===== src/rtl/imem_boot_loader.sv =====
// Boot loader: assembles a little-endian byte stream into 32-bit words and writes them to
// instruction memory from word 0, holding the core in reset until the requested count is loaded.
module imem_boot_loader #(
    parameter int ADDR_W = 10,
    parameter int DEPTH  = 1024
) (
    input  logic              i_clk,
    input  logic              i_rst,
    input  logic              i_Start,
    input  logic [ADDR_W:0]   i_Length,
    input  logic              i_ByteValid,
    input  logic [7:0]        i_Byte,
    output logic              o_ByteReady,
    output logic              o_MemWe,
    output logic [ADDR_W-1:0] o_MemWaddr,
    output logic [31:0]       o_MemWdata,
    input  logic [ADDR_W-1:0] i_FetchAddr,
    output logic [ADDR_W-1:0] o_MemRaddr,
    output logic              o_CoreHold,
    output logic              o_Done,
    output logic              o_Error
);

    typedef enum logic [2:0] {
        S_IDLE,
        S_RECV,
        S_WRITE,
        S_DONE,
        S_ERR
    } state_t;

    localparam logic [ADDR_W:0] DEPTH_L = (ADDR_W + 1)'(DEPTH);

    state_t              state_q,     state_d;
    logic [1:0]          byte_cnt_q,  byte_cnt_d;
    logic [ADDR_W:0]     word_cnt_q,  word_cnt_d;
    logic [ADDR_W:0]     len_q,       len_d;
    logic [31:0]         word_buf_q,  word_buf_d;
    logic                byte_rdy_q,  byte_rdy_d;
    logic                mem_we_q,    mem_we_d;
    logic [ADDR_W-1:0]   mem_waddr_q, mem_waddr_d;
    logic [31:0]         mem_wdata_q, mem_wdata_d;
    logic                core_hold_q, core_hold_d;
    logic                done_q,      done_d;
    logic                error_q,     error_d;

    logic                len_ok;
    logic [ADDR_W:0]     word_cnt_inc;

    // Full ADDR_W+1 bit compare so a DEPTH-word load terminates instead of wrapping.
    assign len_ok       = (i_Length != '0) && (i_Length <= DEPTH_L);
    assign word_cnt_inc = word_cnt_q + 1'b1;

    always_comb begin
        state_d     = state_q;
        byte_cnt_d  = byte_cnt_q;
        word_cnt_d  = word_cnt_q;
        len_d       = len_q;
        word_buf_d  = word_buf_q;
        mem_waddr_d = mem_waddr_q;
        mem_wdata_d = mem_wdata_q;

        case (state_q)
            S_IDLE, S_DONE, S_ERR: begin
                if (i_Start) begin
                    if (len_ok) begin
                        state_d    = S_RECV;
                        len_d      = i_Length;
                        byte_cnt_d = '0;
                        word_cnt_d = '0;
                    end else begin
                        state_d = S_ERR;
                    end
                end
            end
            S_RECV: begin
                if (i_ByteValid && byte_rdy_q) begin
                    word_buf_d[{byte_cnt_q, 3'b000} +: 8] = i_Byte;
                    if (byte_cnt_q == 2'd3) begin
                        byte_cnt_d = '0;
                        state_d    = S_WRITE;
                    end else begin
                        byte_cnt_d = byte_cnt_q + 1'b1;
                    end
                end
            end
            S_WRITE: begin
                if (word_cnt_inc == len_q) begin
                    state_d = S_DONE;
                end else begin
                    word_cnt_d = word_cnt_inc;
                    state_d    = S_RECV;
                end
            end
            default: state_d = S_IDLE;
        endcase

        // Outputs are registered from the next state so they line up with the state they describe.
        byte_rdy_d  = (state_d == S_RECV);
        mem_we_d    = (state_d == S_WRITE);
        core_hold_d = (state_d != S_DONE);
        done_d      = (state_d == S_DONE);
        error_d     = (state_d == S_ERR);
        if (state_d == S_WRITE) begin
            mem_waddr_d = word_cnt_d[ADDR_W-1:0];
            mem_wdata_d = word_buf_d;
        end
    end

    always_ff @(posedge i_clk) begin
        if (i_rst) begin
            state_q     <= S_IDLE;
            byte_cnt_q  <= '0;
            word_cnt_q  <= '0;
            len_q       <= '0;
            word_buf_q  <= '0;
            byte_rdy_q  <= 1'b0;
            mem_we_q    <= 1'b0;
            mem_waddr_q <= '0;
            mem_wdata_q <= '0;
            core_hold_q <= 1'b1;
            done_q      <= 1'b0;
            error_q     <= 1'b0;
        end else begin
            state_q     <= state_d;
            byte_cnt_q  <= byte_cnt_d;
            word_cnt_q  <= word_cnt_d;
            len_q       <= len_d;
            word_buf_q  <= word_buf_d;
            byte_rdy_q  <= byte_rdy_d;
            mem_we_q    <= mem_we_d;
            mem_waddr_q <= mem_waddr_d;
            mem_wdata_q <= mem_wdata_d;
            core_hold_q <= core_hold_d;
            done_q      <= done_d;
            error_q     <= error_d;
        end
    end

    assign o_ByteReady = byte_rdy_q;
    assign o_MemWe     = mem_we_q;
    assign o_MemWaddr  = mem_waddr_q;
    assign o_MemWdata  = mem_wdata_q;
    assign o_CoreHold  = core_hold_q;
    assign o_Done      = done_q;
    assign o_Error     = error_q;
    assign o_MemRaddr  = i_FetchAddr;

endmodule


===== config.mk =====
export PLATFORM = sky130hd
export DESIGN_NAME = imem_boot_loader
export DESIGN_NICKNAME = d
export VERILOG_FILES = /design/src/rtl/imem_boot_loader.sv
export SDC_FILE = /design/constraint.sdc
export NUM_CORES = 1
export LEC_CHECK = 0
export ABC_AREA = 1
export CAP_MARGIN = 20
export CORE_AREA = 2 2 72 143
export DETAILED_ROUTE_END_ITERATION = 10
export DIE_AREA = 0 0 74 145
export HOLD_SLACK_MARGIN = 0.06
export PLACE_DENSITY = 0.79
export SLEW_MARGIN = 20
export SYNTH_ARGS = -nofsm -noshare
export SYNTH_HDL_FRONTEND = slang
export SYNTH_SLANG_ARGS = --single-unit

===== constraint.sdc =====
create_clock -name i_clk -period 2.2 [get_ports i_clk]
set_input_delay 0.55 -clock i_clk [delete_from_list [all_inputs] [get_ports i_clk]]
set_output_delay 0.55 -clock i_clk [all_outputs]
set_load 0.05 [all_outputs]

# Yosys cells after proc, flatten, opt, wreduce, memory -nomap -nowiden
# Index checks and enable logic that the tools add are counted.
totals:
  wordCells: 62
  regBits: 106
  inputBits: 33
  output_inout_bits: 57
classes:
  n_shift: 2
  addsub: 3
  reduce_logical: 10
  eq_ne: 15
  mux: 18
  order_cmp: 1
op_table:
  columns: ["op", "n"]
  rows:
  - ["$mux W32", 2]
  - ["$mux W11", 3]
  - ["$bwmux W32", 1]
  - ["$shift A8 B7 Y32 const A", 1]
  - ["$shiftx A8 B7 Y32", 1]
  - ["$pmux W11 S2", 1]
  - ["$eq A3 B2 Y1 const B", 4]
  - ["$mux W3", 4]
  - ["$add A11 B1 Y11 const B", 1]
  - ["$eq A11 B11 Y1", 1]
  - ["$le A11 B11 Y1 const B", 1]
  - ["$reduce_bool A11 Y1", 1]
  - ["$mux W2", 5]
  - ["$pmux W3 S3", 1]
  - ["$ne A2 B2 Y1 const B", 4]
  - ["$reduce_and A4 Y1", 2]
  - ["$neg A5 Y7", 1]
  - ["$eq A3 B1 Y1 const B", 2]
  - ["$eq A3 B3 Y1 const B", 2]
  - ["$pmux W2 S2", 1]
  - ["$reduce_bool A2 Y1", 2]
  - ["$logic_not A3 Y1", 1]
  - ["$ne A3 B2 Y1 const B", 1]
  - ["$reduce_and A3 Y1", 1]
  - ["other kinds (4)", 5]

# Longest topological paths before layout
depth:
  word_depth: 6
  depth_mapped: 16
  depth_no_buf: 16

# Worst setup path after synthesis
# Ideal clock, no wire load.
synth_timing:
  path_kind: "in2reg"
  startpoint: "input port i_Length[0]"
  endpoint: "register mem_waddr_q[0], in the netlist o_MemWaddr[0]"
  stages: 13
  path_slack_ps: 260
  path_buffers: 0
  t_arrival_ps: 1831
  required_ps: 2091
  setup_time_ps: 109
  cell_sequence: "or2_2 nor3_1 nand2_1 o21ai_1 nand3_1 nand2_1 nand2_2 inv_1 nand2_2 nand2_1 nand3_1 nand2_1 inv_1"
synth_via:
  elab_chain_len: 6
  elab_cells_between_ends: 10
  cone_classes: "1 x order compare; 1 x eq/ne; 6 x mux; 2 x reduce/logical"
synth_rtl:
  columns: ["element", "line", "rtl"]
  rows:
  - ["start, declared", "10", "input logic [ADDR_W:0] i_Length,"]
  - ["$le A11 B11 Y1 / $reduce_bool A11 Y1 (equally long branches)", "51", "assign len_ok = (i_Length != '0) && (i_Length <= DEPTH_L);"]
  - ["$logic_and A1 B1 Y1 (*)", "51", null]
  - ["$mux W3", "66", "if (len_ok) begin"]
  - ["$mux W3", "65", "if (i_Start) begin"]
  - ["$pmux W3 S3", "63", "case (state_q)"]
  - ["$eq A3 B2 Y1", "104", "if (state_d == S_WRITE) begin"]
  - ["end signal, assigned", "132", "mem_waddr_q <= mem_waddr_d;"]
  - ["end, declared", "41", "logic [ADDR_W-1:0] mem_waddr_q, mem_waddr_d;"]
# Mark *: on every way between the ends. The rest lies on a longest branch, timed or not. The select of a mux whose other input is x is not followed.
# A chain may end at the register's enable or synchronous reset.

# Final worst setup path
layout_timing:
  startpoint: "register word_cnt_q[1]"
  endpoint: "register mem_waddr_q[8], in the netlist o_MemWaddr[8]"
layout_via:
  elab_chain_len: 5
  elab_cells_between_ends: 7
  cone_classes: "1 x add/sub; 2 x eq/ne; 4 x mux"
layout_rtl:
  columns: ["element", "line", "rtl"]
  rows:
  - ["start, declared", "36", "logic [ADDR_W:0] word_cnt_q, word_cnt_d;"]
  - ["start signal, assigned", "127", "word_cnt_q <= word_cnt_d;"]
  - ["$add A11 B1 Y11 (*)", "52", "assign word_cnt_inc = word_cnt_q + 1'b1;"]
  - ["$eq A11 B11 Y1", "88", "if (word_cnt_inc == len_q) begin"]
  - ["$mux W2", "88", null]
  - ["$pmux W3 S3", "63", null]
  - ["$eq A3 B2 Y1", "104", null]
# Marked as above.

==> flow_metrics.tcl <==
set metrics [dict create \
    rsz0062_at_grt "yes" \
    drive_above_1_share_pct 18.1 \
    ys_types 34 \
    synthArstFlopShare_pct 0 \
    grt_max_degree 35 \
    dpl.hpwl_um 10300 \
    syn_avg_cell_area_sq_um 7.09 \
    synthCells 712 \
    ys_ff_latch 106 \
    vias 4948 \
    finalSetupViolCount 0 \
    status "completed" \
    grt.overflow.total 0 \
    routabilityCongestion 0.995 \
    final_nets 838 \
    powerDensity_nw_per_um2 596 \
    antenna_cells 0 \
    cts.clk_slew.worst_paths_ns 0.08 \
    synth_top_area_share_pct 42.1 \
    slew_headroom_pct 63.7 \
    synth_warnings 0 \
    yosysTopAreaCell "dfxtp_1" \
    startpoint_type "flip-flop" \
    cts_tree "done" \
    drv_slew 0 \
    cp_max_fo 5 \
    wl_per_cell_um 14.9 \
    nFillCells 788 \
    drt_iter0_markers 259 \
    grt_pass1_wl_um 21500 \
    cts_buffers 9 \
    die_h_um 145 \
    port_buffers 69 \
    clk_path_buf_depth 2 \
    via_per_inst 5.29 \
    initial_core_util_pct 52.4 \
    drt-total-wl_um 14000 \
    tightest_slew_ns 0.542 \
    final_cell_count_no_fill 935 \
    firstDrtPassIters 5 \
    syn_to_final_growth_pct 33.1 \
    layout_commonest_cell "nand2_1" \
    rows 51 \
    syn-cell-area_sq_um 5040 \
    antenna_left 0 \
    grt.total_usage_pct 25.6 \
    drc 0 \
    synthTopCellsByArea "dfxtp_1, nand2_1, inv_1" \
    ys_seq_area_share_pct 42.1 \
    ys.flop_type "dfxtp_1" \
    cp.arrival_ns 2.42 \
    die_w_um 74 \
    critPathRequiredTime_ns 2.49 \
    fin_crit_ns 2.13 \
    grt_pass1_vias 4782 \
    place_inst 910 \
    finalHoldViolCount 0 \
    mostFrequentLayoutCells "nand2_1, inv_1, dfxtp_1" \
    synth-edff-count 0 \
    ir_drop_v 0.000588 \
    clock.fmax_mhz 469 \
    final_util_pct 69.7 \
    leakage_nw 2.96 \
    fin_skew_ns 0.00753 \
    ios 90 \
    crit_path_end_kind "flip-flop" \
    cts_sinks 106 \
    cap_violations 0 \
    root_buffer "clkbuf_16" \
    core_area_sq_um 9640 \
    antenna_found_initial 0 \
    htreeDepth 3 \
    timing.final.crit_share_pct 97.0 \
    syn_nets 752 \
    dieArea_sq_um 10700 \
    min_path_type "flip-flop to flip-flop" \
    clkLatencyLatePin_ns 0.35 \
    worstSetupPathType "flip-flop to flip-flop" \
    ctsHoldBuffers 0 \
    p_total_mw 4.00 \
]
## final timing paths
path | startpoint | to | slack, ns | depth (start not counted)
setup / recovery | word_cnt_q[1]$_SDFF_PP0_ | o_MemWaddr[8]$_SDFFE_PP0N_ | 0.07 | 16
hold / removal | word_buf_q[17]$_SDFF_PP0_ | word_buf_q[17]$_SDFF_PP0_ | 0.48 | 2
setup reg to reg | word_cnt_q[1]$_SDFF_PP0_ | o_MemWaddr[8]$_SDFFE_PP0N_ | 0.07 | 16
hold reg to reg | word_buf_q[17]$_SDFF_PP0_ | word_buf_q[17]$_SDFF_PP0_ | 0.48 | 2
## worst max-delay path: stages (launching register included)
cell and delay, ns:
dfxtp_2 0.36, buf_4 0.13, nand2_1 0.08, nor2_4 0.25, nand2_2 0.09, nand2_2 0.10
nand3_1 0.09, nand2_2 0.09, nand2_1 0.09, nor2_4 0.19, buf_6 0.13, nand4_4 0.10
nand2_4 0.14, nand2_4 0.06, nand3_2 0.06, nand2_1 0.06, inv_1 0.06
## kinds of logic (layout without fill, tap and decap cells)
| logic type | after synthesis | in the layout | synth area share [%] |
|---|---|---|---|
| flip-flops | 106 | 106 | 42.1 |
| adder cells (fa/ha/maj) | 7 | 7 | 1.74 |
| AO/OA/AOI/OAI | 116 | 116 | 14.0 |
| buffers and inverters | 147 | 238 | 11.9 |
| XOR/XNOR | 4 | 4 | 0.695 |
| AND/OR/NAND/NOR | 332 | 332 | 29.6 |
## per-stage QoR
step                TNS (ns)  hold slack [ns]  worst slack (ns)  cell area [sq um]
finish                     0            0.483            0.0661               6710
global route          -0.611            0.504           -0.0882               6710
CTS                        0            0.485           0.00605               6400
detailed placement    -10.67            0.470            -0.407               6060
global placement       -7.32            0.460            -0.330               6060
floorplan                  0            0.444             0.260               5040
## final cells by class
cell class	count	area, sq um	area share [%]
multi-input cells	459	2570	38.4
flip-flops and latches	106	2130	31.7
repair buffers	112	1110	16.6
inverters	108	409	6.10
clock buffers	9	225	3.36
well taps	132	165	2.46
clock inverters	7	82.6	1.23
repair inverters	2	12.5	0.186
## sequential cells by signal (all words and copies together) (netlist names)
register and flops:
o_MemWdata 32, o_Done 1, byte_cnt_q 2, len_q 11
o_ByteReady 1, word_buf_q 32, o_MemWaddr 10, o_Error 1
state_q 3, o_MemWe 1, word_cnt_q 11, o_CoreHold 1
## layer usage
| metal | vias up | part of all wire (%) | GRT usage, % |
|---|---|---|---|
| li1 | 2452 | - | - |
| met1 | 2278 | 34 | 24.7 |
| met2 | 162 | 55 | 47.3 |
| met3 | 56 | 3.7 | 3.54 |
| met4 | 0 | 6.6 | 16.8 |
| met5 | - | 0 | 0 |
## report_power, final
part / internal, mW / switching (mW) / total [mW]
registers: 1.94 / 0.0177 / 1.96
logic: 0.140 / 0.241 / 0.382
clock network: 0.901 / 0.757 / 1.66
## Yosys cell counts (2+ instances only)
library cell	instances
ha_1	7
o41ai_1	8
a211oi_1	2
inv_1	104
dfxtp_1	106
a21oi_1	42
nand4_1	5
nand3_1	47
nor2_4	4
nand4_2	2
inv_2	4
nand2_1	142
buf_2	7
nor2_2	7
o211ai_1	30
buf_4	11
clkbuf_1	20
xnor2_1	2
nor3_1	29
a31oi_1	2
o21ai_0	28
nand2_2	8
or2_2	2
xor2_1	2
nor2_1	77
nand3_2	6
## timing repair
action                     4_1_cts  5_1_grt
gates cloned                     0        2
resized for setup                9       64
setup endpoints to repair       22       32
buffers inserted                 0        7
pin swaps                        0       25
(Power assumes the default switching activity.)
==> RTL edit 1: new RTL, same flow settings <==
Remove the register `error_q`: a continuous assignment takes its place, so the output `o_Error` follows one clock earlier.
--- a/src/rtl/imem_boot_loader.sv
+++ b/src/rtl/imem_boot_loader.sv
@@ -120,7 +120,6 @@
             mem_wdata_q <= '0;
             core_hold_q <= 1'b1;
             done_q      <= 1'b0;
-            error_q     <= 1'b0;
         end else begin
             state_q     <= state_d;
             byte_cnt_q  <= byte_cnt_d;
@@ -133,9 +132,10 @@
             mem_wdata_q <= mem_wdata_d;
             core_hold_q <= core_hold_d;
             done_q      <= done_d;
-            error_q     <= error_d;
         end
     end
+
+    assign error_q = error_d;
 
     assign o_ByteReady = byte_rdy_q;
     assign o_MemWe     = mem_we_q;
Formal check against the unedited RTL: not equivalent (Yosys sat finds a counterexample within 4 cycles, from zero or initial values and one cycle with i_rst high).
==> RTL edit 1 against the unedited design <==
  * The run now ends with negative setup slack left
  * Clock skew increased by 0.0014 ns
  * Die area stayed put
  * Wire length is 9.1% higher
  * Combinational power rose by 6.5%
  * Count of clock-buffer cells in the layout unchanged
  * Cell area increased by 0.88%
  * Final cell count fell by 0.75%
  * Sequential cell count decreased by 1
  * Setup slack got worse by 0.14 ns
  * Total power is 1.5% lower
  * Synthesized area shrank 0.17%
  * Largest cell class unchanged
==> RTL edit 1: results (changes against the unedited design) <==
* Worst hold path depth at 3 (+1)
* Synth top area share at 41.74% (-0.32 points)
* Synth Area in XOR/XNOR at 0.6957% (+0.0012 points)
* Final-stage net count at 831 (-0.84%)
* HP Start: i_Length[0]
* ANT cells at 0 (unchanged)
* Reg-to-Reg Start: word_cnt_q[0]
* Worst-Margin Slew at 0.5885 ns (+0.04620 ns)
* Slowest CP cell: or2_4
* Switch Pwr at 1.073 mW (+5.6%)
* Root buf cell: clkbuf_16
* Routed WL per cell at 16.42 µm (+9.9%)
* Num CTS Buffers at 9 (unchanged)
* Synth top area cells: dfxtp_1 (42%), nand2_1 (10%), inv_1 (7.9%)
* GRT Util Overall at 27.80% (+2.2 points)
* First-pass GRT wire length at 22.98 mm (+7.0%)
* Compound-gate portion of the synthesized area at 14.14% (+0.17 points)
* Post-synth top flop: dfxtp_1
* Clock Skew at 0.008964 ns (+0.001435 ns)
* Top Family by Delay on Critical Path: simple AND/OR/NAND/NOR gates
* Post-DP HPWL at 10.45 mm (+1.3%)
* Worst Hold End: len_q[0]
* Status: complete, but fails checks
* Detailed-route via count at 5005 (+1.2%)
* Hold WC Path Type: in2reg
* CP max FO at 2 (-3)
* Post-Syn Nets at 748 (-0.53%)
* Synth unique cells at 31 (-8.8%)
* Leak at 2.980 nW (+0.64%)
* Share of layout cells above drive strength 1 at 21.98% (+3.9 points)
* Peak supply drop at 0.4830 mV (-18%)
* Initial DRC Count at 353 (+36%)
* Crit. Startpoint: i_Length[9]
* Final setup fails at 3 (+3)
* Violated checks: negative setup slack
* Slack of the critical path at -0.07647 ns (-0.1425 ns)
* Routability Congestion at 0.9654 (-3.0%)
* Synth cell count leaders: nand2_1 (134), inv_1 (106), dfxtp_1 (105), nor2_1 (75), nand3_1 (46)
* CTS max path bufs at 2 (unchanged)
* Adder-cell share of the synthesized area at 1.739% (+0.0030 points)
* Reg2Reg Depth at 15 (-1)
* Initial antenna violation count at 0 (unchanged)
* Largest net degree at the start of global routing at 53 (+51%)
* Sum Neg Setup Slack at -0.2016 ns (-0.2016 ns)
* H-tree depth at 3 (unchanged)
* CTS clk-pin slew, worst paths at 0.07 ns
* Post-synthesis mux area share at 0% (unchanged)
* Max incr delay on CP at 0.27 ns (-0.09 ns)
* Filler Cells Inserted at 760 (-3.6%)
* Post-synth ARST share at 0% (unchanged)
* RR Endpoint: o_MemWaddr[1]
* Vias in the first global route at 4933 (+3.2%)
* Register-to-register setup slack at -0.07 ns (-0.14 ns)
* YS warnings at 0 (unchanged)
* Seq/Total Area, Yosys at 41.74% (-0.32 points)
[RTL edit 1: changes by cell type in the layout (fill, tap and decap cells not counted), sizes merged, moves of 4 or more]
| cell | change |
|---|---|
| clkdlybuf4s50 | -8 |
| dlygate4sd2 | +5 |
| buf | +4 |
| clkinvlp | -4 |
[RTL edit 1: area by class of cell]
type                    count  area (µm²)  area share [%]
repair buffers            111        1041           15.37
clock buffers               9       225.2           3.326
multi-input cells         455        2741           40.48
flip-flops and latches    105        2116           31.25
well taps                 132       165.2           2.439
inverters                 109       412.9           6.098
clock inverters             7       70.07           1.035
[RTL edit 1: cells by family (layout without fill, tap and decap cells)]
logic type                 after synthesis  in the layout
AOI/OAI and AO/OA                      117            117
xor gates and xnor gates                 4              4
adders and majority gates                7              7
buffers and inverters                  148            236
DFF                                    105            105
and+or+nand+nor                        327            327
[RTL edit 1: what timing repair did]
action / CTS / global route
buffers inserted: 4 / 4
pin swaps: 15 / 43
gates resized for setup: 42 / 92
setup endpoints to repair: 24 / 26
[RTL edit 1: worst max path at each step]
stage	cells past startpoint	endpoint	slack [ns]
2_1_floorplan	6	o_Error	0.007
3_3_place_gp	10	o_Error	-0.56
3_5_place_dp	10	o_Error	-0.56
4_1_cts	10	o_Error	-0.13
5_1_grt	15	o_MemWaddr[1]	-0.24
6_report	8	o_Error	-0.08
[RTL edit 1: metal layers]
metal,wire [µm],track usage [%],vias to the layer above,part of all wire (%)
li1,-,-,2451,-
met2,8236,50.27,185,54
met1,5350,27.52,2309,35
met3,634,4.375,60,4.2
met4,1013,18.09,0,6.6
met5,0,0,-,0
[RTL edit 1: per-stage QoR]
stage / worst slack [ns] / cells / hold slack, ns / area (µm²)
2_1_floorplan: 0.006867 / 708 / 0.4444 / 5047
3_3_place_gp: -0.5612 / 904 / 0.4588 / 6007
3_5_place_dp: -0.5592 / 904 / 0.4676 / 6007
4_1_cts: -0.1299 / 924 / 0.4551 / 6389
5_1_grt: -0.2394 / 928 / 0.4749 / 6771
6_report: -0.07647 / 928 / 0.4605 / 6771
[RTL edit 1: power by group through the flow]
stage / registers, mW / logic (mW) / clock network, mW
floorplan: 1.98 / 0.249 / 0
global placement: 1.98 / 0.337 / 0
detailed placement: 1.98 / 0.344 / 0
CTS: 1.94 / 0.361 / 1.60
global route: 1.94 / 0.438 / 1.69
finish: 1.93 / 0.407 / 1.60
[RTL edit 1: worst register-to-register path, delay by kind of cell, from the launching register on]
kind | cells | cell delay [ns]
compound gates | 1 | 0.23
fa+ha+maj | 1 | 0.16
buf+inv | 3 | 0.25
flops | 1 | 0.36
simple gates | 10 | 1.18
==> RTL edit 2: new RTL, config.mk and constraints unchanged <==
Without the edit above. Set the parameter `ADDR_W` to 11 (it was 10).
--- a/src/rtl/imem_boot_loader.sv
+++ b/src/rtl/imem_boot_loader.sv
@@ -1,7 +1,7 @@
 // Boot loader: assembles a little-endian byte stream into 32-bit words and writes them to
 // instruction memory from word 0, holding the core in reset until the requested count is loaded.
 module imem_boot_loader #(
-    parameter int ADDR_W = 10,
+    parameter int ADDR_W = 11,
     parameter int DEPTH  = 1024
 ) (
     input  logic              i_clk,
Ports: changed (resized i_FetchAddr, i_Length, o_MemRaddr and o_MemWaddr); port bits go from 90 to 94. No check against the original RTL was run, so the function may have changed too.
==> RTL edit 2 against the unedited design <==
  * Via count fell by 7.6%
  * Critical path type unchanged
  * Sequential power rose by 2%
  * Clock power barely moved
  * Fmax fell by 2.7%
  * Sequential cell count rose by 3
  * Cell area fell by 4.6%
  * Largest cell class unchanged
  * Total power fell by 1.6%
  * Highest routed layer unchanged
  * Synthesized area fell by 3.3%
  * Die area did not move
  * Largest power group unchanged
  * Setup slack got worse by 0.059 ns
  * Critical endpoint is now o_MemWaddr[10]
  * Wire length fell by 7.3%
==> RTL edit 2: results (changes against the unedited design) <==
* Hold WC Path Type: reg2reg
* Max incr delay on CP at 0.37 ns
* Multi-input logic area at 2272 µm² (-12%)
* Synth unique cells at 34 (unchanged)
* Fin. max-slew vios at 0 (unchanged)
* Final-stage net count at 804 (-4.1%)
* Crit path DAT at 2.49 ns (+0.07 ns)
* Global-route track usage on met2 at 44.60% (-2.7 points)
* Peak supply drop at 0.5174 mV (-12%)
* Metal1 wirelength at 4.648 mm (-2.7%)
* Detailed-route via count at 4570 (-7.6%)
* Met3 WL at 417 µm (-19%)
* Root buf cell: clkbuf_16
* Initial antenna violation count at 0 (unchanged)
* Clock Skew at 0.007562 ns (+0.00003350 ns)
* Worst rel slew slack at 63.28% (-0.45 points)
* Leak at 2.672 nW (-9.8%)
* Vias in the first global route at 4375 (-8.5%)
* Final WL at 12.94 mm (-7.3%)
* Post-DP HPWL at 9.687 mm (-6.1%)
* Placed insts at 878 (-3.5%)
* Max cap viols at 0 (unchanged)
* Filler Cells Inserted at 810 (+2.8%)
* Post-synth top flop: dfxtp_1
* First-pass GRT wire length at 20.38 mm (-5.1%)
* Metal2 WL at 7.165 mm (-7.5%)
* YS warnings at 0 (unchanged)
* Synth top area cells: dfxtp_1 (45%), nand2_1 (10%), nor2_1 (6.8%)
* Slowest CP cell: dfxtp_4
* CP max FO at 6 (+1)
* ANT cells at 0 (unchanged)
* Share of layout cells above drive strength 1 at 15.65% (-2.4 points)
* Status: complete, no violations
* Via/cell ratio at 5.083 (-3.9%)
* Drt first pass iters at 5 (unchanged)
* Largest net degree at the start of global routing at 44 (+26%)
* DP Worst Slack at -0.1725 ns (+0.2346 ns)
* Top layer in use: met4
* Top Family by Delay on Critical Path: simple AND/OR/NAND/NOR gates
* PortBufs at 71 (+2.9%)
* Initial DRC Count at 262 (+1.2%)
* Post-Syn Nets at 707 (-6.0%)
* GR Util met1 at 24.54% (-0.13 points)
* H-tree depth at 3 (unchanged)
* Routability Congestion at 0.8756 (-12%)
* Post-synth ARST share at 0% (unchanged)
* Num CTS Buffers at 9 (unchanged)
* Synth cell count leaders: nand2_1 (136), dfxtp_1 (109), nor2_1 (88), inv_1 (87), a21oi_1 (37)
* Skew-Pair Late Insertion Delay at 0.35 ns (about the same)
* GRT Util Overall at 24.57% (-1.1 points)
* Met3 Track Usage GR at 4.236% (+0.69 points)
* Seq/Total Area, Yosys at 44.74% (+2.7 points)
* CTS clk-pin slew, worst paths at 0.07 ns
* CTS max path bufs at 2 (unchanged)
* Dpl cell area at 5944 µm² (-1.8%)
* Avg Cell Area, Syn at 7.334 µm² (+3.5%)
RTL edit 2: cell types whose count changed after synthesis, sizes merged, moves of 4 or more:
cell / before / now
a21oi: 42 / 38
o21ai: 29 / 33
nand3: 53 / 33
nand2: 150 / 139
inv: 108 / 89
o31ai: 1 / 5
nor3: 30 / 21
a211oi: 2 / 18
o211ai: 30 / 15
nor2: 88 / 99
RTL edit 2: repair_timing:
| action | in CTS | in global routing |
|---|---|---|
| setup endpoints to repair | 17 | 31 |
| gates cloned | 1 | 0 |
| gates resized for setup | 12 | 23 |
| pin swaps | 6 | 17 |
| setup buffers | 3 | 1 |
RTL edit 2: final timing paths:
kind                      start  slack, ns        endpoint  cells past startpoint
setup / recovery  word_cnt_q[0]      0.007  o_MemWaddr[10]                     16
hold / removal        len_q[11]       0.47       len_q[11]                      2
setup reg to reg  word_cnt_q[0]      0.007  o_MemWaddr[10]                     16
hold reg to reg       len_q[11]       0.47       len_q[11]                      2
RTL edit 2: report_power, final:
group          leakage, nW  switching, mW  internal (mW)
sequential           0.883         0.0120           1.99
combinational         1.64          0.167          0.107
clock                0.151          0.753          0.908
RTL edit 2: cell families after synthesis:
family	share of synthesized area, %
AOI/OAI and AO/OA	14.37
buffers and inverters	11.13
adders and majority gates	1.796
DFF	44.74
and+or+nand+nor	27.96
RTL edit 2: area by class of cell:
type                       count  share of cell area [%]
clock buffer                  10                   3.575
timing repair buffer         122                   17.39
sequential                   109                   34.21
tap                          132                   2.579
clock inverter                 6                   1.231
multi-input combinational    429                   35.48
inverter                      91                   5.548
RTL edit 2: tightest hold or removal path, stage by stage, from the launching register on:
cell     delay (ns)
dfxtp_1        0.32
inv_1          0.06
nor3_1         0.05
